--- config.mk ---
export PLATFORM = sky130hd
export DESIGN_NAME = uart_rx
export DESIGN_NICKNAME = d
export VERILOG_FILES = /design/src/rtl/uart_pkg.sv /design/src/rtl/uart_sync_2ff.sv /design/src/rtl/uart_rx.sv
export SDC_FILE = /design/constraint.sdc
export NUM_CORES = 1
export LEC_CHECK = 0
export CAP_MARGIN = 15
export CELL_PAD_IN_SITES_DETAIL_PLACEMENT = 1
export CELL_PAD_IN_SITES_GLOBAL_PLACEMENT = 1
export CORE_MARGIN = 2
export CORE_UTILIZATION = 45
export CTS_CLUSTER_DIAMETER = 40
export DETAILED_ROUTE_END_ITERATION = 10
export PLACE_DENSITY_LB_ADDON = 0.1
export SYNTH_ARGS = -nofsm -noshare
export SYNTH_HDL_FRONTEND = slang
export SYNTH_SLANG_ARGS = --single-unit
export TNS_END_PERCENT = 10
--- constraint.sdc ---
create_clock -name clk -period 3.3 [get_ports clk]
set_clock_uncertainty 0.2 [all_clocks]
set_input_delay 0.66 -clock clk [delete_from_list [all_inputs] [get_ports clk]]
set_output_delay 0.66 -clock clk [all_outputs]
set_load 0.1 [all_outputs]
--- src/rtl/uart_pkg.sv ---
// Shared UART definitions: receiver state encoding, frame width and baud divisor helper.
package uart_pkg;

  localparam int unsigned DATA_BITS = 8;

  typedef enum logic [2:0] {
    RX_IDLE,
    RX_START,
    RX_DATA,
    RX_STOP,
    RX_BREAK
  } rx_state_t;

  // System clocks per line bit; truncating division, shared with the transmitter.
  function automatic int unsigned clks_per_bit(input int unsigned clk_freq,
                                               input int unsigned baud_rate);
    return clk_freq / baud_rate;
  endfunction

endpackage

--- src/rtl/uart_sync_2ff.sv ---
// Two-flop synchronizer for a single asynchronous input; reset level is configurable.
module uart_sync_2ff #(
  parameter logic RST_VAL = 1'b1
) (
  input  logic clk,
  input  logic rst_n,
  input  logic d,
  output logic q
);

  logic meta;

  always_ff @(posedge clk or negedge rst_n) begin
    if (!rst_n) begin
      meta <= RST_VAL;
      q    <= RST_VAL;
    end else begin
      meta <= d;
      q    <= meta;
    end
  end

endmodule

--- src/rtl/uart_rx.sv ---
// 8N1 UART receiver: mid-bit sampling from a cycle counter, one-entry valid/ready output
// with a frame-error pulse and sticky overrun flag.
module uart_rx
  import uart_pkg::*;
#(
  parameter int unsigned CLK_FREQ  = 100000000,
  parameter int unsigned BAUD_RATE = 115200
) (
  input  logic       clk,
  input  logic       rst_n,
  input  logic       rxd,
  output logic [7:0] rx_data,
  output logic       rx_valid,
  input  logic       rx_ready,
  output logic       frame_err,
  output logic       overrun,
  input  logic       ovr_clr,
  output logic       busy
);

  localparam int unsigned CLKS_PER_BIT = clks_per_bit(CLK_FREQ, BAUD_RATE);
  localparam int unsigned HALF_BIT     = CLKS_PER_BIT / 2;
  localparam int unsigned CNT_W        = (CLKS_PER_BIT > 2) ? $clog2(CLKS_PER_BIT) : 1;
  localparam int unsigned IDX_W        = $clog2(DATA_BITS);

  if (CLKS_PER_BIT < 4) begin : g_bad_baud
    $error("uart_rx: CLKS_PER_BIT must be at least 4");
  end

  logic                 rx_s;
  rx_state_t            state, state_nxt;
  logic [CNT_W-1:0]     cnt;
  logic [IDX_W-1:0]     bit_idx;
  logic [DATA_BITS-1:0] shift_q;
  logic                 half_tick, bit_tick;
  logic                 shift_en, load_byte, ferr_set;

  uart_sync_2ff #(.RST_VAL(1'b1)) u_sync (
    .clk   (clk),
    .rst_n (rst_n),
    .d     (rxd),
    .q     (rx_s)
  );

  assign half_tick = (cnt == CNT_W'(HALF_BIT - 1));
  assign bit_tick  = (cnt == CNT_W'(CLKS_PER_BIT - 1));
  assign busy      = (state != RX_IDLE);

  always_ff @(posedge clk or negedge rst_n) begin
    if (!rst_n) state <= RX_IDLE;
    else        state <= state_nxt;
  end

  always_comb begin
    state_nxt = state;
    shift_en  = 1'b0;
    load_byte = 1'b0;
    ferr_set  = 1'b0;
    case (state)
      RX_IDLE:  if (!rx_s) state_nxt = RX_START;
      RX_START: if (half_tick) state_nxt = rx_s ? RX_IDLE : RX_DATA;
      RX_DATA: begin
        if (bit_tick) begin
          shift_en = 1'b1;
          if (bit_idx == IDX_W'(DATA_BITS - 1)) state_nxt = RX_STOP;
        end
      end
      RX_STOP: begin
        if (bit_tick) begin
          if (rx_s) begin
            load_byte = 1'b1;
            state_nxt = RX_IDLE;
          end else begin
            ferr_set  = 1'b1;
            state_nxt = RX_BREAK;
          end
        end
      end
      RX_BREAK: if (rx_s) state_nxt = RX_IDLE;
      default:  state_nxt = RX_IDLE;
    endcase
  end

  // The counter also restarts at each data-bit boundary so non-power-of-two bit periods stay exact.
  always_ff @(posedge clk or negedge rst_n) begin
    if (!rst_n) begin
      cnt <= '0;
    end else if ((state_nxt != state) || shift_en ||
                 (state == RX_IDLE) || (state == RX_BREAK)) begin
      cnt <= '0;
    end else begin
      cnt <= cnt + CNT_W'(1);
    end
  end

  always_ff @(posedge clk or negedge rst_n) begin
    if (!rst_n) begin
      bit_idx <= '0;
      shift_q <= '0;
    end else begin
      if (state == RX_START) begin
        bit_idx <= '0;
      end else if (shift_en) begin
        shift_q[bit_idx] <= rx_s;
        if (bit_idx != IDX_W'(DATA_BITS - 1)) bit_idx <= bit_idx + IDX_W'(1);
      end
    end
  end

  always_ff @(posedge clk or negedge rst_n) begin
    if (!rst_n) begin
      rx_data   <= '0;
      rx_valid  <= 1'b0;
      frame_err <= 1'b0;
      overrun   <= 1'b0;
    end else begin
      frame_err <= ferr_set;
      if (load_byte) begin
        rx_data  <= shift_q;
        rx_valid <= 1'b1;
      end else if (rx_valid && rx_ready) begin
        rx_valid <= 1'b0;
      end
      // A concurrent set takes priority over the clear.
      if (load_byte && rx_valid && !rx_ready) overrun <= 1'b1;
      else if (ovr_clr)                        overrun <= 1'b0;
    end
  end

endmodule

# Yosys cells after proc, flatten, opt, wreduce, memory -nomap -nowiden
# Cells that the tools add are included.
dict set report word_totals {
  output_inout_bits 12
  reg_bits 37
  in_bits 5
  word_cells 68
}
dict set report classes {
  n_bitwise 1
  n_eq_ne 9
  muxes 28
  addsub 2
  order_cmp 2
  reduce_logical 16
}
# cell count
set ops {}
lappend ops {{$mux W3} 10}
lappend ops {{$pmux W3 S5} 1}
lappend ops {{$mux W1} 13}
lappend ops {{$add A10 B1 Y10 const B} 1}
lappend ops {{$eq A10 B10 Y1 const B} 1}
lappend ops {{$eq A10 B9 Y1 const B} 1}
lappend ops {{$mux W10} 1}
lappend ops {{$bwmux W8} 1}
lappend ops {{$reduce_bool A2 Y1} 4}
lappend ops {{$eq A3 B2 Y1 const B} 2}
lappend ops {{$eq A3 B3 Y1 const B} 2}
lappend ops {{$logic_and A1 B1 Y1} 4}
lappend ops {{$lt A3 B4 Y1 const B} 1}
lappend ops {{$reduce_and A2 Y1} 2}
lappend ops {{$add A3 B1 Y3 const B} 1}
lappend ops {{$demux W1 S3} 1}
lappend ops {{$eq A3 B1 Y1 const B} 1}
lappend ops {{$ge A3 B1 Y1 const B} 1}
lappend ops {{$logic_not A3 Y1} 1}
lappend ops {{$logic_or A1 B1 Y1} 3}
lappend ops {{$ne A3 B3 Y1} 1}
lappend ops {{$ne A3 B3 Y1 const B} 1}
lappend ops {{$reduce_bool A3 Y1} 1}
lappend ops {{$mux W2} 1}
lappend ops {{other kinds (2)} 2}

# Depth between registers and ports, before layout
# Gate-level depths: netlist of run 1.
dict set report logic_depth {
  ltp_word 9
  mapped_depth 7
  ltp_nobuf 7
}

# By module
# From an unflattened synthesis of run 1, not the netlist that was laid out.
dict set report unflattened {
  cells_unflattened 156
  hier_area_um2 1773.0
}
# module area_per_inst_um2 cells_per_inst n_inst
set by_module_without_submodules {}
lappend by_module_without_submodules {uart_rx 1720.4 154 1}
lappend by_module_without_submodules {uart_sync_2ff 52.6 2 1}

# Worst setup path before layout of run 1
# Ideal clock, no wire load.
dict set report synth_timing {
  path_type {register to register}
  start {register cnt[0]}
  end {register shift_q[1]}
  setup_ns 0.128
  path_buffers 0
  setup_slack_ns 0.938
  period_less_slack_ns 2.362
  stages_incl_launch_ff 7
  t_required_ns 2.972
  arrival_ns 2.035
  path_cell_list {dfrtp_1 ha_1 and4bb_1 nand4_4 or4_4 nor3b_2 mux2_1}
}
dict set report synth_between {
  elab_chain_len 4
}
# element line_no
set synth_lines {}
lappend synth_lines {{from (decl)} uart_rx.sv:32} ;# logic [CNT_W-1:0] cnt;
lappend synth_lines {{from (signal assigned)} uart_rx.sv:92} ;# cnt <= cnt + CNT_W'(1);
lappend synth_lines {{$eq A10 B10 Y1} uart_rx.sv:46} ;# assign bit_tick = (cnt == CNT_W'(CLKS_PER_BIT - 1));
lappend synth_lines {{$mux W1} uart_rx.sv:63} ;# if (bit_tick) begin
lappend synth_lines {{$mux W1} uart_rx.sv:59} ;# case (state)
lappend synth_lines {{$reduce_and A2 Y1 (no line)} --}
lappend synth_lines {{to (signal, indexed assignment)} uart_rx.sv:104} ;# shift_q[bit_idx] <= rx_s;
lappend synth_lines {{to (decl)} uart_rx.sv:34} ;# logic [DATA_BITS-1:0] shift_q;
# No other way between the ends.
# A chain may end at the register's enable or synchronous reset.

# Worst setup path in the final report of run 1
# Same ends and word-level chain as after synthesis.

==> results.py, run 1 <==
metrics = {
    "clock_tree": {
        "cts_sinks": 37,
        "clk_latency_ns": 0.29,
        "cts_buffers": 5,
        "hold_buffers": 0,
        "htree_levels": 2,
        "cts-root-buf": "clkbuf_8",
        "cts_max_path_buffers": 2,
        "tritoncts": "built",
        "cts_setup_buffers": 0,
        "post_cts_resized": 0,
        "clkSlewWorstSetupHoldPaths_ns": 0.07,
    },
    "die": {
        "start_util": 0.477,
        "die-area_um2": 4460,
        "die_y_um": 66.8,
        "fp.dieW_um": 66.8,
        "ioPinCount": 17,
        "row_count": 22,
        "core_area_um2": 3720,
    },
    "detailed_routing": {
        "viasPerCell": 5.55,
        "first_pass_iters": 4,
        "dr_total_vias": 1237,
        "postRouteAntennaNets": 0,
        "drc": 0,
        "drt-total-wl_um": 3580,
        "wl_per_cell_um": 16.0,
        "drt_iter0_drc": 82,
    },
    "worst_setup_path": {
        "arrival_ns": 2.51,
        "slowest_stage": "or4_4",
        "cp_cell_sequence": "ha_1 -> and4bb_1 -> nand4_4 -> or4_4 -> nor3b_2 -> mux2_1",
        "crit_type": "flop to flop",
        "worstPathRequired_ns": 3.27,
        "setup.worst_path.start": "cnt[0]",
        "critPathMaxFanout": 6,
        "slowest_delay_ns": 0.56,
        "r2r_start": "cnt[0]",
        "setup.worst_path.start_class": "flop",
        "endpoint_kind": "flop",
    },
    "sta": {
        "setup_viol": 0,
        "rsz0062_at_grt": "false",
        "final.min_clock_period_ns": 2.54,
        "max_freq_ghz": 0.394,
        "finalHoldViolCount": 0,
        "tightest_slew_ns": 0.716,
        "tns_ns": 0,
        "setup_ws_ns": 0.761,
        "maxSlewHeadroom": 0.523,
        "period_share": 0.769,
        "slew_viol_final": 0,
    },
    "global_routing": {
        "grt_pass1_vias": 1296,
        "grt_max_degree": 38,
        "antenna_found_initial": 0,
        "grt_pass1_wl_um": 6250,
        "grt_usage": 0.194,
        "grt_overflow": 0,
    },
    "cells_and_area": {
        "final_cell_area_um2": 2030,
        "final_common_cell": "dfrtp_1",
        "antenna_cells": 0,
        "nets": 183,
        "final_cell_mix": "35 x dfrtp_1, 19 x nor2_1, 13 x mux2_2, 13 x buf_4, 10 x nor3_1",
        "drive_gt1_frac": 0.246,
        "areaGrowthSynthToFinish_pct": 14.5,
        "fin_cells": 223,
        "nFillCells": 407,
    },
    "placement": {
        "hpwl_um": 2520,
        "dp.cells": 215,
        "numPortBuffers": 16,
        "dpl_cell_area_um2": 1950,
        "post-place-ws_ns": 0.751,
        "gp_congestion": 0.806,
    },
    "power": {
        "powerDensity_nw_per_um2": 382,
        "power_leakage_nw": 0.945,
        "irDropWorstVdd_uv": 341,
        "power.total_mw": 0.775,
    },
    "yosys": {
        "ys_seq_elements": 37,
        "avgSynthCellArea_um2": 11.4,
        "syn_nets": 165,
        "synthCells": 156,
        "ys_seq_area_frac": 0.524,
        "syn_area_um2": 1770,
        "ys_types": 37,
        "yosysWarningCount": 0,
    },
    "run": {
        "maxCapViolCount": 0,
    },
    "hold_path": {
        "hold_path.class": "flop to flop",
        "hold_start": "u_sync.meta",
    },
    "status": {
        "outcome": "completed",
    },
}
==> sequential cells by signal, summed over array words and instances, names as in the netlist <==
name and cells:
state 3, u_sync.q 1, frame_err 1, rx_data 8
bit_idx 3, shift_q 8, cnt 10, u_sync.meta 1
overrun 1, rx_valid 1
==> through the flow <==
stage | hold slack, ns | utilization
finish | 0.164 | 0.546
global route | 0.166 | 0.546
CTS | 0.164 | 0.546
detailed placement | 0.149 | 0.524
global placement | 0.146 | 0.524
floorplan | 0.145 | -
==> worst max-delay path, delay by kind of cell, from the launching register on <==
| kind | cells | cell delay (ns) |
|---|---|---|
| adders and majority gates | 1 | 0.23 |
| and+or+nand+nor | 4 | 1.23 |
| DFF | 1 | 0.42 |
| muxes | 1 | 0.34 |
==> synthesized netlist by cell type <==
master | count | area share
dfstp_2 | 2 | 0.030
nor4b_2 | 1 | 0.0085
nor3b_2 | 2 | 0.014
nand4_4 | 1 | 0.012
or2_2 | 1 | 0.0035
buf_1 | 1 | 0.0021
nor3b_1 | 2 | 0.0085
nor2_1 | 19 | 0.040
nor4b_1 | 1 | 0.0049
a21oi_1 | 4 | 0.011
nand3_1 | 5 | 0.014
mux2i_1 | 2 | 0.011
nand2b_1 | 3 | 0.011
xnor2_1 | 7 | 0.035
dfrtp_1 | 35 | 0.49
o22ai_1 | 2 | 0.0071
nand4b_1 | 1 | 0.0049
mux2_1 | 3 | 0.019
nor4_2 | 1 | 0.0071
nand2_1 | 8 | 0.017
or3_1 | 1 | 0.0035
a21o_1 | 1 | 0.0042
and4bb_1 | 1 | 0.0071
mux2_2 | 13 | 0.083
ha_1 | 4 | 0.028
xor2_1 | 2 | 0.0099
a32oi_1 | 1 | 0.0049
nand4_1 | 4 | 0.014
nor3_1 | 10 | 0.028
nand3b_1 | 2 | 0.0085
inv_1 | 5 | 0.011
and4_1 | 2 | 0.0099
or4_4 | 1 | 0.0064
o21ai_0 | 2 | 0.0056
clkbuf_1 | 4 | 0.0085
buf_2 | 1 | 0.0028
nor3b_4 | 1 | 0.011
==> final timing paths <==
| kind | endpoint | slack (ns) | cells after the start |
|---|---|---|---|
| min in group asynchronous | shift_q[7] | 0.60 | 2 |
| max reg2reg | shift_q[1] | 0.76 | 6 |
| min reg2reg | u_sync.q | 0.16 | 0 |
| min | u_sync.q | 0.16 | 0 |
| max | shift_q[1] | 0.76 | 6 |
| max in group asynchronous | u_sync.meta | 1.94 | 2 |
==> power by group <==
part / internal, mW / switching, mW / leakage (nW)
clock: 0.146 / 0.156 / 0.0450
combinational: 0.00530 / 0.00917 / 0.405
sequential: 0.456 / 0.00297 / 0.495
==> routing by layer <==
| metal | GRT usage | wire [um] | vias up |
|---|---|---|---|
| li1 | - | - | 579 |
| met1 | 0.255 | 1640 | 629 |
| met2 | 0.300 | 1750 | 24 |
| met3 | 0.0642 | 155 | 5 |
| met4 | 0.0663 | 34 | 0 |
| met5 | 0 | 0 | - |
==> layout make-up <==
class | instances | area (um^2) | share of cell area
Timing Repair Buffer | 17 | 138 | 0.0678
Clock buffer | 6 | 72.6 | 0.0358
Clock inverter | 2 | 10.0 | 0.00493
Sequential cell | 37 | 928 | 0.457
Tap cell | 48 | 60.1 | 0.0296
Multi-Input combinational cell | 108 | 802 | 0.395
Inverter | 5 | 18.8 | 0.00925
==> logic make-up after synthesis <==
group | count (synthesis) | synth area share
AOI/OAI and AO/OA | 10 | 0.0332
adders and majority gates | 4 | 0.0282
DFF | 37 | 0.524
xor gates and xnor gates | 9 | 0.0445
buffers and inverters | 11 | 0.0240
and+or+nand+nor | 67 | 0.234
muxes | 18 | 0.113
No activity file was read; power rests on OpenSTA's default activity.
==> inputs of run 2 (changes only) <==
- clock period: 3.3 -> 2.4 ns (I/O delays scaled with it)
==> run 2 against run 1 <==
Power rose by 42%. Global-route usage rose by 0.42 points. Die area did not move. Sequential share of layout area fell by 2.6 points. Combinational power rose by 38%. Highest routed layer unchanged.
==> results.py, run 2 (synthesis results as in run 1) <==
metrics = {
    "status": {
        "outcome": "completed",
    },
    "clock_tree": {
        "cts_sinks": 37,
        "tritoncts": "built",
        "cts-root-buf": "clkbuf_8",
        "hold_buffers": 0,
        "cts_buffers": 5,
        "cts_max_path_buffers": 2,
        "clkSlewWorstSetupHoldPaths_ns": 0.07,
        "htree_levels": 2,
        "clk_latency_ns": 0.28,
    },
    "sta": {
        "period_share": 0.996,
        "tightest_slew_ns": 0.479,
        "slew_viol_final": 0,
        "setup_viol": 0,
        "final.min_clock_period_ns": 2.39,
        "rsz0062_at_grt": "true",
        "setup_ws_ns": 0.0103,
        "max_freq_ghz": 0.418,
        "tns_ns": 0,
        "finalHoldViolCount": 0,
        "maxSlewHeadroom": 0.678,
    },
    "detailed_routing": {
        "first_pass_iters": 4,
        "drc": 0,
        "dr_total_vias": 1271,
        "drt-total-wl_um": 3700,
        "viasPerCell": 5.43,
        "wl_per_cell_um": 15.8,
        "postRouteAntennaNets": 0,
        "drt_iter0_drc": 62,
    },
    "global_routing": {
        "grt_pass1_wl_um": 6390,
        "grt_usage": 0.198,
        "grt_pass1_vias": 1367,
        "grt_max_degree": 38,
        "grt_overflow": 0,
        "antenna_found_initial": 0,
    },
    "placement": {
        "hpwl_um": 2640,
        "numPortBuffers": 16,
        "post-place-ws_ns": -0.0279,
        "gp_congestion": 0.827,
    },
    "die": {
        "row_count": 22,
        "die_y_um": 66.8,
        "fp.dieW_um": 66.8,
        "die-area_um2": 4460,
        "start_util": 0.477,
        "core_area_um2": 3720,
        "ioPinCount": 17,
    },
    "power": {
        "irDropWorstVdd_uv": 495,
        "powerDensity_nw_per_um2": 511,
        "power_leakage_nw": 1.01,
        "power.total_mw": 1.10,
    },
    "cells_and_area": {
        "areaGrowthSynthToFinish_pct": 21.5,
        "top_register": "cnt",
        "final_cell_mix": "35 x dfrtp_1, 23 x buf_4, 19 x nor2_1, 13 x mux2_2, 10 x nor3_1",
        "final_common_cell": "dfrtp_1",
        "antenna_cells": 0,
        "largest_reg_flops": 10,
        "reg_top3": "cnt x10, rx_data x8, shift_q x8",
        "nets": 194,
        "drive_gt1_frac": 0.306,
    },
    "worst_setup_path": {
        "worstPathRequired_ns": 2.37,
        "endpoint_kind": "flop",
        "crit_type": "flop to flop",
        "arrival_ns": 2.35,
        "critPathMaxFanout": 4,
        "setup.worst_path.start_class": "flop",
    },
    "hold_path": {
        "hold_path.class": "flop to flop",
    },
    "run": {
        "maxCapViolCount": 0,
    },
}
run 2: cell count changes in the layout (fill, tap and decap cells not counted), sizes merged:
cell	previous run	this run
buf	13	24
run 2: metrics by stage:
stage                     hold slack [ns]  std cells  utilization  instance area [um^2]
after floorplan                   -0.0156        156            -                  1770
after global placement              0.146        225        0.547                  2030
after detailed placement            0.147        225        0.547                  2030
after CTS                           0.158        234        0.575                  2140
after global routing                0.167        234        0.579                  2150
final                               0.156        234        0.579                  2150
run 2: worst max-delay path, stage by stage, from the launching register on:
cell and delay (ns):
dfrtp_1 0.36, ha_1 0.18, and4bb_2 0.29, nand4_4 0.12, or4_4 0.54, nor3b_2 0.22, mux2_1 0.35
run 2: worst paths after layout:
path / start / end / slack [ns] / depth (start not counted)
setup / recovery: cnt[0] / shift_q[1] / 0.01 / 6
hold / removal: u_sync.meta / u_sync.q / 0.16 / 0
setup reg to reg: cnt[0] / shift_q[1] / 0.01 / 6
hold reg to reg: u_sync.meta / u_sync.q / 0.16 / 0
max in group asynchronous: rst_n / u_sync.q / 1.23 / 2
min in group asynchronous: rst_n / rx_data[7] / 0.41 / 2
run 2: cell type report:
class	instances	area, um^2
Clock buffer	6	82.6
Clock inverter	2	13.8
Fill cell	410	1560
Inverter	5	18.8
Multi-Input combinational cell	108	817
Sequential cell	37	928
Tap cell	48	60.1
Timing Repair Buffer	28	233
run 2: report_power, final:
group | total, mW | leakage [nW] | internal, mW | switching (mW)
registers | 0.630 | 0.495 | 0.626 | 0.00380
logic | 0.0200 | 0.465 | 0.00727 | 0.0127
clock network | 0.451 | 0.0512 | 0.233 | 0.219
run 2: timing repair:
item,4_1_cts,5_1_grt
gates resized for setup,1,2
buffers inserted,1,0
endpoints found under the setup margin,1,14
run 2: metal layers:
| metal | track usage | up-vias | share of wire |
|---|---|---|---|
| met4 | 0.0765 | 0 | 0.015 |
| met5 | 0 | - | 0 |
| met2 | 0.341 | 19 | 0.51 |
| li1 | - | 606 | - |
| met1 | 0.235 | 641 | 0.45 |
| met3 | 0.0507 | 5 | 0.034 |
